`src/rtl/keypad_scanner.sv`:
```
// 4x4 matrix keypad scanner with scan-based debounce.
// One row is driven low for SCAN_DIV cycles, and the synchronised columns are
// sampled on the last dwell cycle of that row. The lowest key code seen
// during a full scan is the candidate. A press or release is accepted only
// after DEBOUNCE_CNT consecutive agreeing scans.
module keypad_scanner #(
  parameter int SCAN_DIV     = 12000,
  parameter int DEBOUNCE_CNT = 4
) (
  input  logic       clk,
  input  logic       rst,
  output logic [3:0] row_n,
  input  logic [3:0] col_n,
  output logic       key_valid,
  output logic [3:0] key_code,
  output logic       key_held
);

  localparam int DW = $clog2(SCAN_DIV);
  localparam int CW = $clog2(DEBOUNCE_CNT + 1);
  localparam logic [DW-1:0] DWELL_LAST = DW'(SCAN_DIV - 1);
  localparam logic [CW-1:0] CNT_MAX    = CW'(DEBOUNCE_CNT);
  localparam logic [CW-1:0] CNT_ONE    = CW'(1);

  typedef enum logic [1:0] {IDLE, CONFIRM, HELD, RELEASE} state_t;

  logic [3:0]    col_s1_q, col_s2_q;
  logic [DW-1:0] dwell_q, dwell_d;
  logic [1:0]    row_q, row_d;
  logic [3:0]    row_n_q, row_n_d;
  logic          acc_valid_q, acc_valid_d;
  logic [3:0]    acc_code_q, acc_code_d;
  state_t        state_q, state_d;
  logic [3:0]    stored_q, stored_d;
  logic [CW-1:0] cnt_q, cnt_d;
  logic          key_valid_q, key_valid_d;
  logic [3:0]    key_code_q, key_code_d;
  logic          key_held_q, key_held_d;

  logic          row_last, scan_end;
  logic [3:0]    col_hit;
  logic [1:0]    low_col;
  logic          samp_valid;
  logic [3:0]    samp_code;
  logic          cand_valid;
  logic [3:0]    cand_code;
  logic [CW-1:0] cnt_inc;
  logic          cnt_reach;

  // Row sequencing, scan accumulation, candidate selection and debounce next-state.
  always_comb begin
    row_last = (dwell_q == DWELL_LAST);
    scan_end = row_last && (row_q == 2'd3);

    // Lowest-numbered closed column on the driven row.
    col_hit = ~col_s2_q;
    low_col = 2'd0;
    for (int c = 3; c >= 0; c--) begin
      if (col_hit[c]) low_col = 2'(c);
    end
    samp_valid = row_last && (col_hit != 4'd0);
    samp_code  = {row_q, low_col};

    // Rows are visited in ascending order, so the first hit in a scan is the lowest code.
    cand_valid = acc_valid_q || samp_valid;
    cand_code  = acc_valid_q ? acc_code_q : samp_code;

    dwell_d = dwell_q + 1'b1;
    row_d   = row_q;
    if (row_last) begin
      dwell_d = '0;
      row_d   = row_q + 2'd1;
    end
    row_n_d = ~(4'b0001 << row_d);

    acc_valid_d = acc_valid_q;
    acc_code_d  = acc_code_q;
    if (scan_end) begin
      acc_valid_d = 1'b0;
      acc_code_d  = 4'd0;
    end else if (!acc_valid_q && samp_valid) begin
      acc_valid_d = 1'b1;
      acc_code_d  = samp_code;
    end

    cnt_inc   = (cnt_q < CNT_MAX) ? cnt_q + 1'b1 : cnt_q;
    cnt_reach = (int'(cnt_q) + 1) >= DEBOUNCE_CNT;

    state_d     = state_q;
    stored_d    = stored_q;
    cnt_d       = cnt_q;
    key_valid_d = 1'b0;
    key_code_d  = key_code_q;
    key_held_d  = key_held_q;

    if (scan_end) begin
      case (state_q)
        IDLE: begin
          if (cand_valid) begin
            stored_d = cand_code;
            cnt_d    = CNT_ONE;
            if (DEBOUNCE_CNT == 1) begin
              state_d     = HELD;
              key_valid_d = 1'b1;
              key_code_d  = cand_code;
              key_held_d  = 1'b1;
            end else begin
              state_d = CONFIRM;
            end
          end
        end
        CONFIRM: begin
          if (!cand_valid) begin
            state_d = IDLE;
          end else if (cand_code == stored_q) begin
            cnt_d = cnt_inc;
            if (cnt_reach) begin
              state_d     = HELD;
              key_valid_d = 1'b1;
              key_code_d  = stored_q;
              key_held_d  = 1'b1;
            end
          end else begin
            // A different key restarts confirmation for the new key.
            stored_d = cand_code;
            cnt_d    = CNT_ONE;
            if (DEBOUNCE_CNT == 1) begin
              state_d     = HELD;
              key_valid_d = 1'b1;
              key_code_d  = cand_code;
              key_held_d  = 1'b1;
            end
          end
        end
        HELD: begin
          if (!cand_valid || (cand_code != stored_q)) begin
            cnt_d = CNT_ONE;
            if (DEBOUNCE_CNT == 1) begin
              state_d    = IDLE;
              key_held_d = 1'b0;
            end else begin
              state_d = RELEASE;
            end
          end
        end
        default: begin // RELEASE
          if (cand_valid && (cand_code == stored_q)) begin
            // Bounce during release: back to held without a new pulse.
            state_d = HELD;
          end else begin
            cnt_d = cnt_inc;
            if (cnt_reach) begin
              state_d    = IDLE;
              key_held_d = 1'b0;
            end
          end
        end
      endcase
    end
  end

  // All state registers, cleared asynchronously.
  always_ff @(posedge clk or posedge rst) begin
    if (rst) begin
      col_s1_q    <= 4'hF;
      col_s2_q    <= 4'hF;
      dwell_q     <= '0;
      row_q       <= 2'd0;
      row_n_q     <= 4'b1110;
      acc_valid_q <= 1'b0;
      acc_code_q  <= 4'd0;
      state_q     <= IDLE;
      stored_q    <= 4'd0;
      cnt_q       <= '0;
      key_valid_q <= 1'b0;
      key_code_q  <= 4'd0;
      key_held_q  <= 1'b0;
    end else begin
      col_s1_q    <= col_n;
      col_s2_q    <= col_s1_q;
      dwell_q     <= dwell_d;
      row_q       <= row_d;
      row_n_q     <= row_n_d;
      acc_valid_q <= acc_valid_d;
      acc_code_q  <= acc_code_d;
      state_q     <= state_d;
      stored_q    <= stored_d;
      cnt_q       <= cnt_d;
      key_valid_q <= key_valid_d;
      key_code_q  <= key_code_d;
      key_held_q  <= key_held_d;
    end
  end

  assign row_n     = row_n_q;
  assign key_valid = key_valid_q;
  assign key_code  = key_code_q;
  assign key_held  = key_held_q;

endmodule
```
`config.mk`:
```
export PLATFORM = sky130hd
export DESIGN_NAME = keypad_scanner
export DESIGN_NICKNAME = d
export VERILOG_FILES = /design/src/rtl/keypad_scanner.sv
export SDC_FILE = /design/constraint.sdc
export NUM_CORES = 1
export LEC_CHECK = 0
export ABC_CLOCK_PERIOD_IN_PS = 3000
export CAP_MARGIN = 10
export CORE_MARGIN = 5
export CORE_UTILIZATION = 56
export DETAILED_ROUTE_END_ITERATION = 7
export GPL_TIMING_DRIVEN = 0
export PLACE_DENSITY = 0.84
export SLEW_MARGIN = 20
export SYNTH_ARGS = -nofsm -noshare
export SYNTH_HDL_FRONTEND = slang
export SYNTH_SLANG_ARGS = --single-unit
```
`constraint.sdc`:
```
create_clock -name clk -period 3 [get_ports clk]
set_input_delay 0.45 -clock clk [delete_from_list [all_inputs] [get_ports clk]]
set_output_delay 0.45 -clock clk [all_outputs]
set_load 0.01 [all_outputs]
```
==> flow_metrics.env, run 1 <==
export IMPL_yosys_area_top_type="dfrtp_1"
export IMPL_drc=0
export IMPL_grt_util_met1=0.209
export IMPL_holdCritStartpoint="col_s1_q[0]"
export IMPL_drv_slew=0
export IMPL_worst_path_dominant_cell_family="simple AND/OR/NAND/NOR gates"
export IMPL_power_leakage_uw=0.00121
export IMPL_synth_area_leaders="dfrtp_1, dfstp_2, xor2_1"
export IMPL_critPathSlowestCell="nor4_2"
export IMPL_drive_gt1_frac=0.183
export IMPL_grt_antenna_before_repair=0
export IMPL_drtIter0Drc=104
export IMPL_reg2reg_from="dwell_q[0]"
export IMPL_grt_use_total=0.167
export IMPL_clk_latency_ns=0.31
export IMPL_dp_hpwl_um=2930
export IMPL_grt_busiest_layer="met2"
export IMPL_htree_levels=2
export IMPL_areaGrowthSynthToFinish_pct=14.5
export IMPL_cp_end_kind="flip-flop"
export IMPL_setup_viol=0
export IMPL_status="finished, final reports clean"
export IMPL_cp_start_kind="flip-flop"
export IMPL_via_per_inst=5.48
export IMPL_hold_class="flip-flop to flip-flop"
export IMPL_final_nets=248
export IMPL_syn_nets=225
export IMPL_crit_required_ns=3.19
export IMPL_place_congestion=0.828
export IMPL_pin_count=16
export IMPL_synthArstFlopShare=1.00
export IMPL_grt_max_degree=37
export IMPL_arrival_ns=2.96
export IMPL_fin_worst_skew_ns=0.00838
export IMPL_finalWirelength_um=3960
export IMPL_rows=23
export IMPL_cp_num_buf_inv=0
export IMPL_design_area_um2=2650
export IMPL_worstPathMaxFanout=7
export IMPL_dpl_instance_area_um2=2550
export IMPL_synth_edf_count=0
export IMPL_gr_usage_met3=0.0500
export IMPL_fmax_ghz=0.362
export IMPL_core_area_um2=4000
export IMPL_synth_cell_types=48
export IMPL_maxSlewHeadroom=0.419
export IMPL_cts_setup_buffers=0
export IMPL_die_y_um=74.3
export IMPL_crit_type="flip-flop to flip-flop"
export IMPL_ir_drop_v=0.000291
export IMPL_ys_flop_type="dfrtp_1"
export IMPL_synth_seq_area_share=0.524
export IMPL_root_buffer="clkbuf_8"
export IMPL_netlist_area_leader_share=0.399
export IMPL_io_buffers=15
export IMPL_antenna_cells=0
export IMPL_path_cells="ha_1, nand4_4, nor4_2, nand2_1, a2111o_2, mux2_1"
export IMPL_synth_area_per_cell_um2=11.0
export IMPL_finalSetupTns_ns=0
export IMPL_hold_viol_final=0
export IMPL_cap_violations=0
export IMPL_vias=1563
export IMPL_chipWidth_um=74.3
export IMPL_min_period_over_period=0.921
export IMPL_syn_inst=211
export IMPL_cts_sinks=48
export IMPL_synthTopCellsByCount="dfrtp_1, nand2_1, nor2_1"
export IMPL_ys_ff_latch=48
export IMPL_grt_pass1_wl_um=6980
export IMPL_syn_area_um2=2320
export IMPL_ctsHoldBuffers=0
export IMPL_grt_pass1_vias=1581
export IMPL_cts_tree="built"
export IMPL_path_clk_slew_ns=0.09
export IMPL_yosysMostFrequentCell="dfrtp_1"
export IMPL_ys_warnings_count=0
export IMPL_min_period_ns=2.76
export IMPL_first_pass_iters=4
export IMPL_start_util=0.580
export IMPL_power_density_nw_per_um2=410
export IMPL_cts_buffer_depth=2
export IMPL_wire_per_inst_um=13.9
export IMPL_worstSetupStartpoint="dwell_q[0]"
export IMPL_grt_overflow=0
export IMPL_cts_buffers=5
export IMPL_worst_pin_slew_ns=0.864
export IMPL_grt_setup_unrepaired="false"
export IMPL_use_met2=0.276
export IMPL_cp_slowest_stage_delay_ns=0.78
export IMPL_dieArea_um2=5530
export IMPL_final_antenna_net_count=0
-- through the flow --
step	setup WS, ns	util	total power [µW]	hold slack (ns)	cells
2_1_floorplan	0.474	-	688	0.345	211
3_3_place_gp	0.245	0.633	700	0.346	276
3_5_place_dp	0.173	0.638	704	0.347	277
4_1_cts	0.166	0.662	1100	0.359	285
5_1_grt	0.114	0.663	1140	0.362	285
6_report	0.236	0.663	1090	0.359	285
-- path summary, 6_finish.rpt --
path | endpoint | slack, ns | cells after the start
max in group asynchronous | col_s2_q[1] | 2.09 | 3
setup reg to reg | stored_q[1] | 0.24 | 6
hold reg to reg | col_s2_q[0] | 0.36 | 0
min in group asynchronous | dwell_q[0] | 0.39 | 2
hold / removal | col_s2_q[0] | 0.36 | 0
setup / recovery | stored_q[1] | 0.24 | 6
-- final cells by class --
class / instances / area (µm²)
repair buffers: 16 / 170
clock inverters: 2 / 15.0
plain buffers: 2 / 8.76
clock buffers: 6 / 82.6
fillers: 302 / 1350
multi-input cells: 148 / 1050
well taps: 50 / 62.6
flip-flops and latches: 48 / 1210
inverters: 13 / 48.8
-- layer usage --
layer  part of all wire  vias up  routed length (µm)
met4             0.0091        0                  36
li1                   -      778                   -
met3              0.041        4                 162
met2               0.50       25                1970
met1               0.45      756                1790
met5                  0        -                   0
-- report_power, final --
group	internal, µW	total (µW)	switching [µW]
combinational	12.0	31.6	19.6
sequential	656	659	2.68
clock	186	397	210
total	855	1090	233
-- kinds of logic after synthesis --
kind of cell	synth area share
mux	0.0513
buf+inv	0.0248
simple gates	0.179
xor+xnor	0.0680
flops	0.524
fa+ha+maj	0.0432
compound gates	0.110
-- registers in the layout, summed over array words and instances, names as in the netlist, 3 cells and up --
register / count
col_s1_q: 4
row_n: 4
acc_code_q: 4
dwell_q: 14
cnt_q: 3
stored_q: 4
key_code: 4
col_s2_q: 4
-- cell usage in the layout, fill, tap and decap left out, types with 3 or more instances in the layout --
cell / netlist / final
a21oi_1: 3 / 3
a22oi_1: 3 / 3
clkbuf_8: 0 / 6
clkdlybuf4s50_1: 0 / 15
dfrtp_1: 37 / 37
dfstp_2: 11 / 11
ha_1: 8 / 8
inv_1: 13 / 12
mux2_2: 5 / 5
mux2i_1: 4 / 4
nand2_1: 25 / 25
nand3_1: 9 / 9
nand4_1: 3 / 3
nor2_1: 19 / 19
nor3_1: 4 / 3
o21ai_0: 9 / 9
o31ai_1: 3 / 3
xnor2_1: 6 / 6
xor2_1: 12 / 12
-- timing repair --
action                                 CTS  global route
endpoints found under the hold margin    0             0
resized for setup                        0             1
setup endpoints to repair                0             5
(Power assumes the default switching activity.)
==> inputs of run 2 (changes only) <==
--- a/config.mk
+++ b/config.mk
@@ -16,3 +16,4 @@
 export SYNTH_ARGS = -nofsm -noshare
 export SYNTH_HDL_FRONTEND = slang
 export SYNTH_SLANG_ARGS = --single-unit
+export TNS_END_PERCENT = 5
==> results of run 2 <==
The final DEF is identical to that of run 1; final timing and power are the same.
==> inputs of run 3 (changes only) <==
--- a/config.mk
+++ b/config.mk
@@ -12,6 +12,7 @@
 export DETAILED_ROUTE_END_ITERATION = 7
 export GPL_TIMING_DRIVEN = 0
 export PLACE_DENSITY = 0.84
+export RECOVER_POWER = 100
 export SLEW_MARGIN = 20
 export SYNTH_ARGS = -nofsm -noshare
 export SYNTH_HDL_FRONTEND = slang
==> flow_metrics.env, run 3 (synthesized netlist as in run 1, its figures left out) <==
export IMPL_combPwrFrac=0.026
export IMPL_drtIter0Drc=105
export IMPL_rows=23
export IMPL_cp_start_kind="flip-flop"
export IMPL_path_clk_slew_ns=0.09
export IMPL_pin_count=16
export IMPL_first_pass_iters=4
export IMPL_hold_viol_final=0
export IMPL_final_antenna_net_count=0
export IMPL_ir_drop_v=0.000291
export IMPL_status="finished, final reports clean"
export IMPL_min_period_ns=2.78
export IMPL_wire_per_inst_um=14.0
export IMPL_finalSetupTns_ns=0
export IMPL_grt_setup_unrepaired="false"
export IMPL_antenna_cells=0
export IMPL_dp_hpwl_um=2930
export IMPL_cts_buffer_depth=2
export IMPL_final_nets=248
export IMPL_regMostFlops="dwell_q"
export IMPL_power_internal_uw=852
export IMPL_p_switching_uw=234
export IMPL_grt_pass1_wl_um=6980
export IMPL_clk_latency_ns=0.31
export IMPL_io_buffers=15
export IMPL_setup_viol=0
export IMPL_hold_class="flip-flop to flip-flop"
export IMPL_start_util=0.580
export IMPL_netSwitchingFraction=0.215
export IMPL_drv_slew=0
export IMPL_areaGrowthSynthToFinish_pct=13.9
export IMPL_crit_required_ns=3.20
export IMPL_cts_sinks=48
export IMPL_via_per_inst=5.55
export IMPL_dieArea_um2=5530
export IMPL_power_leakage_uw=0.00123
export IMPL_arrival_ns=2.98
export IMPL_power_frac_clock=0.367
export IMPL_layout_commonest_cell="dfrtp_1"
export IMPL_largest_reg_flops=14
export IMPL_chipWidth_um=74.3
export IMPL_cap_violations=0
export IMPL_finalWirelength_um=3990
export IMPL_htree_levels=2
export IMPL_vias=1582
export IMPL_cts_tree="built"
export IMPL_place_congestion=0.828
export IMPL_grt_antenna_before_repair=0
export IMPL_crit_type="flip-flop to flip-flop"
export IMPL_root_buffer="clkbuf_8"
export IMPL_worstPathMaxFanout=5
export IMPL_drive_gt1_frac=0.166
export IMPL_cts_buffers=5
export IMPL_maxSlewHeadroom=0.00647
export IMPL_pwr_share_seq=0.607
export IMPL_min_period_over_period=0.928
export IMPL_fin_worst_skew_ns=0.00619
export IMPL_power_density_nw_per_um2=411
export IMPL_die_y_um=74.3
export IMPL_grt_max_degree=37
export IMPL_cp_end_kind="flip-flop"
export IMPL_drc=0
export IMPL_holdWs_ns=0.359
export IMPL_core_area_um2=4000
export IMPL_worst_pin_slew_ns=1.49
export IMPL_grt_use_total=0.167
export IMPL_fmax_ghz=0.359
export IMPL_grt_pass1_vias=1581
export IMPL_final_cell_mix="dfrtp_1, nand2_1, nor2_1, dlygate4sd3_1, inv_1"
export IMPL_grt_overflow=0
==> run 3: power groups by stage <==
stage                     clock (µW)  combinational, µW  sequential, µW
after global routing             442               32.7             660
final                            398               28.0             659
after CTS                        410               32.3             659
after global placement             0               28.4             671
after detailed placement           0               32.4             672
after floorplan                    0               17.5             671
==> run 3: worst paths after layout <==
check / from / to / slack, ns / cells after the start
worst max-delay path: dwell_q[8] / state_q[0] / 0.22 / 7
worst min-delay path: col_s1_q[0] / col_s2_q[0] / 0.36 / 0
worst max register to register: dwell_q[8] / state_q[0] / 0.22 / 7
worst min register to register: col_s1_q[0] / col_s2_q[0] / 0.36 / 0
max in group asynchronous: rst / key_valid / 0.60 / 3
min in group asynchronous: rst / dwell_q[0] / 0.57 / 2
==> run 3: final cells by class <==
type                            instances  area, µm²
Fill cell                             307       1360
Sequential cell                        48       1210
Multi-Input combinational cell        148       1040
Timing Repair Buffer                   16        163
Clock buffer                            6       82.6
Tap cell                               50       62.6
Inverter                               13       48.8
Clock inverter                          2       15.0
Buffer                                  2       8.76
==> run 3: timing repair <==
item,in CTS,in global routing
endpoints found under the setup margin,0,5
gates resized for setup,0,1
hold buffers,0,0
setup buffers,0,0
==> run 3: layer usage <==
| metal | wire (µm) | track usage | up-vias |
|---|---|---|---|
| li1 | - | - | 778 |
| met1 | 1780 | 0.209 | 763 |
| met2 | 1960 | 0.276 | 36 |
| met3 | 204 | 0.0500 | 5 |
| met4 | 49 | 0.0613 | 0 |
| met5 | 0 | 0 | - |
==> run 3: through the flow <==
stage | instances | util | instance area, µm² | total power, µW | worst slack [ns]
3_5_place_dp | 277 | 0.638 | 2550 | 704 | 0.173
3_3_place_gp | 276 | 0.633 | 2530 | 700 | 0.245
6_report | 285 | 0.660 | 2640 | 1090 | 0.217
5_1_grt | 285 | 0.660 | 2640 | 1140 | 0.0704
2_1_floorplan | 211 | - | 2320 | 688 | 0.474
4_1_cts | 285 | 0.662 | 2650 | 1100 | 0.166
==> run 3: critical path, cell delays in order, from the launching register on <==
cell,delay [ns]
dfrtp_1,0.43
or4b_4,0.54
nor4_4,0.32
a21oi_1,0.18
and2_0,0.18
a311o_1,0.34
a211oi_2,0.33
mux2_1,0.35
